File: src/rtl/mult_wb_buffer.sv
// Result buffer between the multiplier and writeback.
// Holds up to DEPTH {trans_id, result} entries in a circular FIFO and only
// lets the issue stage start a multiply when the result has a guaranteed slot,
// counting the op still inside the one-cycle multiplier.
// A flush empties the FIFO; if an op is still inside the multiplier when the
// flush arrives, a one-cycle DRAIN state discards its late result.
module mult_wb_buffer #(
    parameter int XLEN          = 32,
    parameter int TRANS_ID_BITS = 3,
    parameter int DEPTH         = 4
) (
    input  logic                     clk_i,
    input  logic                     rst_i,
    input  logic                     issue_valid_i,
    output logic                     issue_ready_o,
    input  logic                     flush_i,
    input  logic                     mult_valid_i,
    input  logic [TRANS_ID_BITS-1:0] mult_trans_id_i,
    input  logic [XLEN-1:0]          mult_result_i,
    output logic                     wb_valid_o,
    input  logic                     wb_ready_i,
    output logic [XLEN-1:0]          wb_result_o,
    output logic [TRANS_ID_BITS-1:0] wb_trans_id_o,
    output logic [$clog2(DEPTH):0]   count_o,
    output logic                     err_o
);

    localparam int PW = $clog2(DEPTH);
    localparam int CW = PW + 1;

    localparam logic [0:0] RUN   = 1'b0;
    localparam logic [0:0] DRAIN = 1'b1;

    localparam logic [CW-1:0] FULL = CW'(DEPTH);

    logic [TRANS_ID_BITS-1:0] id_mem  [DEPTH];
    logic [XLEN-1:0]          res_mem [DEPTH];

    logic [PW-1:0] rd_ptr_q;
    logic [PW-1:0] wr_ptr_q;
    logic [CW-1:0] cnt_q;
    logic          inflight_q;
    logic          err_q;
    logic [0:0]    state_q;

    logic [CW:0]   occupancy;
    logic          full;
    logic          accept;
    logic          pop;
    logic          push;
    logic          live_result;
    logic          err_set;

    // Handshake decode: occupancy includes the op still in the multiplier.
    always_comb begin
        occupancy     = {1'b0, cnt_q} + {{CW{1'b0}}, inflight_q};
        full          = (cnt_q == FULL);
        issue_ready_o = (occupancy < {1'b0, FULL}) && (state_q == RUN) &&
                        !flush_i && !rst_i;
        accept        = issue_valid_i && issue_ready_o;
        wb_valid_o    = (cnt_q != '0);
        pop           = wb_valid_o && wb_ready_i;
        // A result only counts while running and not being flushed away.
        live_result   = mult_valid_i && (state_q == RUN) && !flush_i;
        push          = live_result && (!full || pop);
        // Unexpected result, or a result that arrives with nowhere to go.
        err_set       = live_result && (!inflight_q || (full && !pop));
    end

    assign wb_result_o   = res_mem[rd_ptr_q];
    assign wb_trans_id_o = id_mem[rd_ptr_q];
    assign count_o       = cnt_q;
    assign err_o         = err_q;

    // Entry storage: written at the write pointer on every push.
    always_ff @(posedge clk_i or posedge rst_i) begin
        if (rst_i) begin
            for (int i = 0; i < DEPTH; i++) begin
                id_mem[i]  <= '0;
                res_mem[i] <= '0;
            end
        end else if (push) begin
            id_mem[wr_ptr_q]  <= mult_trans_id_i;
            res_mem[wr_ptr_q] <= mult_result_i;
        end
    end

    // Control: pointers, occupancy, in-flight tracking, error flag and FSM.
    always_ff @(posedge clk_i or posedge rst_i) begin
        if (rst_i) begin
            rd_ptr_q   <= '0;
            wr_ptr_q   <= '0;
            cnt_q      <= '0;
            inflight_q <= 1'b0;
            err_q      <= 1'b0;
            state_q    <= RUN;
        end else begin
            // accept is already forced low by flush_i, which clears the op.
            inflight_q <= accept;
            if (err_set) begin
                err_q <= 1'b1;
            end
            if (flush_i) begin
                rd_ptr_q <= '0;
                wr_ptr_q <= '0;
                cnt_q    <= '0;
                // Only an op whose result has not shown up yet needs draining.
                if ((state_q == RUN) && inflight_q && !mult_valid_i) begin
                    state_q <= DRAIN;
                end else begin
                    state_q <= RUN;
                end
            end else begin
                // DRAIN lasts exactly one cycle: the multiplier latency is 1.
                state_q <= RUN;
                if (push) begin
                    wr_ptr_q <= wr_ptr_q + PW'(1);
                end
                if (pop) begin
                    rd_ptr_q <= rd_ptr_q + PW'(1);
                end
                if (push && !pop) begin
                    cnt_q <= cnt_q + CW'(1);
                end else if (pop && !push) begin
                    cnt_q <= cnt_q - CW'(1);
                end
            end
        end
    end

endmodule

File: config.mk
export PLATFORM = sky130hd
export DESIGN_NAME = mult_wb_buffer
export DESIGN_NICKNAME = d
export VERILOG_FILES = /design/src/rtl/mult_wb_buffer.sv
export SDC_FILE = /design/constraint.sdc
export NUM_CORES = 1
export LEC_CHECK = 0
export BUFFER_PORTS_ARGS = -buffer_cell sky130_fd_sc_hd__buf_2
export CAP_MARGIN = 20
export CORE_MARGIN = 3
export CORE_UTILIZATION = 55
export CTS_BUF_LIST = sky130_fd_sc_hd__clkbuf_8
export DETAILED_ROUTE_END_ITERATION = 10
export GPL_TIMING_DRIVEN = 0
export PLACE_DENSITY_LB_ADDON = 0.08
export SLEW_MARGIN = 20
export SYNTH_ARGS = -nofsm -noshare
export SYNTH_HDL_FRONTEND = slang
export SYNTH_SLANG_ARGS = --single-unit
File: constraint.sdc
create_clock -name clk_i -period 6.35 [get_ports clk_i]
set_clock_uncertainty 0.05 [all_clocks]
set_input_delay 0.635 -clock clk_i [delete_from_list [all_inputs] [get_ports clk_i]]
set_output_delay 0.635 -clock clk_i [all_outputs]
set_load 0.005 [all_outputs]
==> results.yml, run 1 <==
worst_setup_path:
  cp-start-kind: "flop"
  cp_cell_sequence: "buf_2 -> buf_1 -> mux4_2 -> buf_2"
  path_class: "reg -> out"
  crit_fanout: 10
  crit_path_top_delay_cell: "buf_1"
  cpMostUsedCell: "buf_2"
  critPathRequiredTime_ns: 5.66
  worstPathArrival_ns: 2.48
  setup.worst_path.end_class: "output port"
  critPathMaxStageDelay_ns: 0.63
synth:
  syn-cell-area_sq_um: 6790
  synth_area_per_cell_sq_um: 16.8
  synthArstFlopShare: 1.00
  synthSimpleGateAreaFrac: 0.0247
  synthCells: 403
  synth_top_area_cell: "dfrtp_1"
  synth_common_cells: "dfrtp_1 (150), mux2_2 (120), mux4_2 (35), mux2_4 (20), buf_6 (12)"
  synth-edff-count: 0
  syn_nets: 449
  yosysTopAreaCellShare: 0.553
  synthFlopType: "dfrtp_1"
  synth_cell_types: 35
  seq_area_frac_synth: 0.553
  synth-seq-cells: 150
  synth_top_family_by_area: "multiplexers"
  synth_area_leaders: "dfrtp_1 (55%), mux2_2 (20%), mux4_2 (12%), mux2_4 (4.4%), buf_6 (2.0%)"
  synth_compound_area_frac: 0.0168
  synth_adder_area_share: 0.0103
  yosys_warnings: 0
  post-synth-top-count-cell: "dfrtp_1"
  muxShareOfSynthArea: 0.363
  synthXorXnorAreaFrac: 0.00258
min_path:
  hp-class: "in -> async"
clock_network:
  cts_tree: "done"
  numCtsBuffers: 17
  cts_setup_buffers: 0
  ctsResizeCount: 0
  cts_root_buf: "clkbuf_8"
  insertion_delay_ns: 0.45
  holdBufCountCts: 0
  clk_pin_slew_ns: 0.07
  h-tree-depth: 4
  clockBufferDepth: 2
  cts_num_sinks: 150
die:
  die_height_microns: 117
  start_util: 0.577
  die_w_microns: 117
  io_pins: 82
  num_rows: 39
  die-area_sq_um: 13700
  core_area_sq_um: 11800
grt:
  grt_max_degree: 79
  grt_pass1_wl_mm: 20.3
  grt_antenna_before_repair: 0
  grt-ovfl-total: 0
  grtUsageTotal: 0.201
  first_global_vias: 4006
placed_design:
  hpwl_mm: 8.40
  place_congestion: 0.796
  port_buffers: 81
finish:
  fin_util: 0.667
  antenna_cells: 0
  syn2layout_area_growth_pct: 15.6
  multi_input_area_sq_um: 2830
  finalNetCount: 550
  final_layout_size_suffix_gt1_frac: 0.598
  fill_cells: 838
  seq_area_sq_um: 3750
timing:
  relSlewSlack: 0.492
  hold_violations: 0
  fin_crit_sh: 0.499
  fmax_mhz: 316
  post-route-min-period_ns: 3.17
  maxSlewViolCount: 0
  tightest_slew_ns: 0.761
  final.setup.tns_ns: 0
  setup_viol: 0
  rsz0062_at_grt: "false"
power_and_ir_drop:
  p_leak_nw: 3.68
  vdd_drop_max_mv: 0.239
  power_density_nw_per_um2: 449
routing:
  wl_per_cell_microns: 18.4
  drc: 0
  drtPass1Iterations: 4
  vias: 3752
  drt-initial-drc-count: 230
  avgViaCountPerCell: 5.51
  final_antenna_net_count: 0
  drt-total-wl_mm: 12.5
flow_run:
  max-cap-violations: 0
outcome:
  status: "complete, no violations"
[cell families (layout without fill, tap and decap cells)]
family | Yosys count | count (layout)
muxes | 177 | 177
DFF | 150 | 150
buffers and inverters | 29 | 143
and+or+nand+nor | 27 | 27
AOI/OAI and AO/OA | 13 | 13
adders and majority gates | 5 | 5
xor gates and xnor gates | 2 | 2
[state kept, by name (all words and copies together) (netlist names)]
name        count
count_o         3
err_o           1
id_mem         12
inflight_q      1
rd_ptr_q        2
res_mem       128
state_q         1
wr_ptr_q        2
[layout make-up]
cell class / instances / area share
Buffer: 23 / 0.0231
Clock buffer: 20 / 0.0351
Timing Repair Buffer: 82 / 0.0552
Clock inverter: 12 / 0.0172
Tap cell: 164 / 0.0262
Multi-Input combinational cell: 224 / 0.361
Sequential cell: 150 / 0.479
Inverter: 6 / 0.00383
[power by group]
group          switching, W  internal, W
Clock              0.000334     0.000412
Combinational      0.000440     0.000769
Sequential         0.000201      0.00137
Total              0.000975      0.00255
[metrics by stage]
step / std cells / total power [W] / hold WS, ns / cell area, sq um / worst slack [ns]
floorplan: 403 / 0.00242 / 0.392 / 6790 / 1.63
global placement: 648 / 0.00275 / 0.400 / 7400 / 0.101
detailed placement: 649 / 0.00282 / 0.402 / 7430 / 3.59
CTS: 681 / 0.00357 / 0.172 / 7840 / 3.07
global route: 681 / 0.00376 / 0.182 / 7840 / 2.98
finish: 681 / 0.00352 / 0.184 / 7840 / 3.18
[metal layers]
metal	wire length, microns	GRT usage	up-vias
li1	-	-	1704
met1	5850	0.271	1965
met2	5920	0.312	67
met3	545	0.0622	16
met4	215	0.0757	0
met5	0	0	-
[placed cells by master (no fill, tap or decap), drive strengths merged, types with 3 or more instances in the layout]
cell / n
dfrtp: 150
inv: 9
nand2: 6
or3: 3
clkbuf: 24
bufinv: 3
buf: 101
mux2: 141
clkinv: 6
nor2: 9
ha: 4
mux4: 35
[worst paths after layout]
path | start | endpoint | slack [ns] | cells past startpoint
setup / recovery | rd_ptr_q[0] | wb_result_o[25] | 3.18 | 4
hold / removal | rst_i | res_mem[89] | 0.18 | 2
setup reg to reg | count_o[0] | count_o[2] | 3.75 | 7
hold reg to reg | err_o | err_o | 0.42 | 1
max in group asynchronous | rst_i | res_mem[94] | 5.33 | 3
min in group clk_i | mult_valid_i | state_q | 0.31 | 2
[worst max-delay path, delay by kind of cell (launching register included)]
family	cells	cell delay, ns
flip-flops	1	0.32
multiplexers	1	0.60
buffers and inverters	3	1.10
(Power assumes the default switching activity.)
==> inputs of run 2 (changes only) <==
Clock period 6.35 ns to 2.96 ns, I/O delays scaled along.
==> results.yml, run 2 (synthesis gave the netlist of run 1 again) <==
clock_network:
  numCtsBuffers: 17
  cts_tree: "done"
  cts_root_buf: "clkbuf_8"
  clk_pin_slew_ns: 0.07
  clockBufferDepth: 2
  insertion_delay_ns: 0.43
  cts_num_sinks: 150
  h-tree-depth: 4
timing:
  tightest_slew_ns: 0.706
  setup_viol: 0
  maxSlewViolCount: 0
  relSlewSlack: 0.530
  fmax_mhz: 363
  rsz0062_at_grt: "false"
  post-route-min-period_ns: 2.76
  fin_crit_sh: 0.932
  hold_violations: 0
routing:
  wl_per_cell_microns: 18.8
  drt-total-wl_mm: 12.9
  vias: 3835
  drt-initial-drc-count: 171
  wl_met3_microns: 436
  top_layer_used: "met5"
  final_antenna_net_count: 0
  drtPass1Iterations: 4
  route.met2.wl_mm: 6.49
  wl_met1_mm: 5.79
  drc: 0
  avgViaCountPerCell: 5.59
grt:
  grtUsageTotal: 0.212
  grt-ovfl-total: 0
  grt_antenna_before_repair: 1
  first_global_vias: 4190
  grt_max_degree: 34
  grt_pass1_wl_mm: 21.7
finish:
  final_layout_size_suffix_gt1_frac: 0.596
  syn2layout_area_growth_pct: 16.9
  fin_cells: 686
  top_register: "res_mem"
  antenna_cells: 0
  stdcell_area_sq_um: 7940
  finalNetCount: 557
  fill_cells: 807
  seq_area_sq_um: 3750
  largest_reg_flops: 128
  layout_commonest_cell: "dfrtp_1"
  multi_input_area_sq_um: 2830
  final_cell_mix: "dfrtp_1 (150), mux2_2 (120), buf_2 (85)"
  fin_util: 0.675
outcome:
  status: "complete, no violations"
worst_setup_path:
  critical_path.top_delay_family: "buffers and inverters"
  critPathMaxStageDelay_ns: 0.61
  path_class: "reg -> out"
  crit_path_top_delay_cell: "buf_1"
  critPathRequiredTime_ns: 2.61
  crit_fanout: 10
  worstPathArrival_ns: 2.41
  cp_num_buf_inv: 3
  cp_cell_sequence: "clkbuf_1 -> buf_1 -> mux4_2 -> buf_2"
  cp-start-kind: "flop"
  setup.worst_path.end_class: "output port"
min_path:
  hp-class: "in -> reg"
power_and_ir_drop:
  p_leak_nw: 3.73
  power_w: 0.00752
  vdd_drop_max_mv: 0.443
  power_density_nw_per_um2: 948
die:
  die_w_microns: 117
  die-area_sq_um: 13700
  die_height_microns: 117
  num_rows: 39
  start_util: 0.577
  core_area_sq_um: 11800
  io_pins: 82
placed_design:
  hpwl_mm: 8.92
  placed_cell_area_sq_um: 7520
  placed_cells: 653
  port_buffers: 81
  place_congestion: 0.728
flow_run:
  max-cap-violations: 0
[run 2: report_power, final]
part | switching, W | total (W) | leakage [nW] | internal (W)
logic | 0.000951 | 0.00262 | 1.64 | 0.00167
clock network | 0.000691 | 0.00153 | 0.217 | 0.000837
registers | 0.000445 | 0.00338 | 1.87 | 0.00294
total | 0.00209 | 0.00752 | 3.73 | 0.00544
[run 2: path summary, 6_finish.rpt]
check / start / end / slack [ns] / cells past startpoint
worst max register to register: count_o[0] / count_o[2] / 0.33 / 7
worst max-delay path: rd_ptr_q[1] / wb_result_o[29] / 0.20 / 4
min in group asynchronous: rst_i / res_mem[55] / 0.36 / 3
max in group asynchronous: rst_i / id_mem[10] / 1.58 / 6
worst min-delay path: mult_result_i[9] / res_mem[9] / 0.08 / 2
worst min register to register: err_o / err_o / 0.44 / 1
[run 2: timing repair]
action	4_1_cts	5_1_grt
resized for setup	0	3
hold buffers	3	0
setup endpoints to repair	0	9
buffers inserted	0	0
hold endpoints to repair	18	0
[run 2: worst reg2reg max path: stages (launching register included)]
cell      delay [ns]
dfrtp_1         0.48
nor2_1          0.44
mux2i_1         0.19
and2_1          0.21
fa_1            0.41
or3_1           0.39
a32oi_1         0.23
o211ai_1        0.11
[run 2: stage by stage]
stage / TNS [ns] / setup slack (ns) / hold slack, ns
finish: 0 / 0.201 / 0.0760
global placement: -19.35 / -0.136 / 0.401
CTS: 0 / 0.0451 / 0.0482
detailed placement: 0 / 0.370 / 0.292
floorplan: 0 / 0.608 / 0.318
global route: 0 / 0.0155 / 0.0552
[run 2: area by class of cell]
type                            count  area share
Multi-Input combinational cell    224       0.357
Sequential cell                   150       0.473
Clock buffer                       22      0.0382
Tap cell                          164      0.0259
Timing Repair Buffer               89      0.0694
Clock inverter                      8      0.0106
Inverter                            6     0.00331
Buffer                             23      0.0232
[run 2: metal layers]
metal	track usage	vias to the layer above
met1	0.291	2006
met5	0	-
met3	0.0530	19
li1	-	1731
met4	0.0688	2
met2	0.336	77
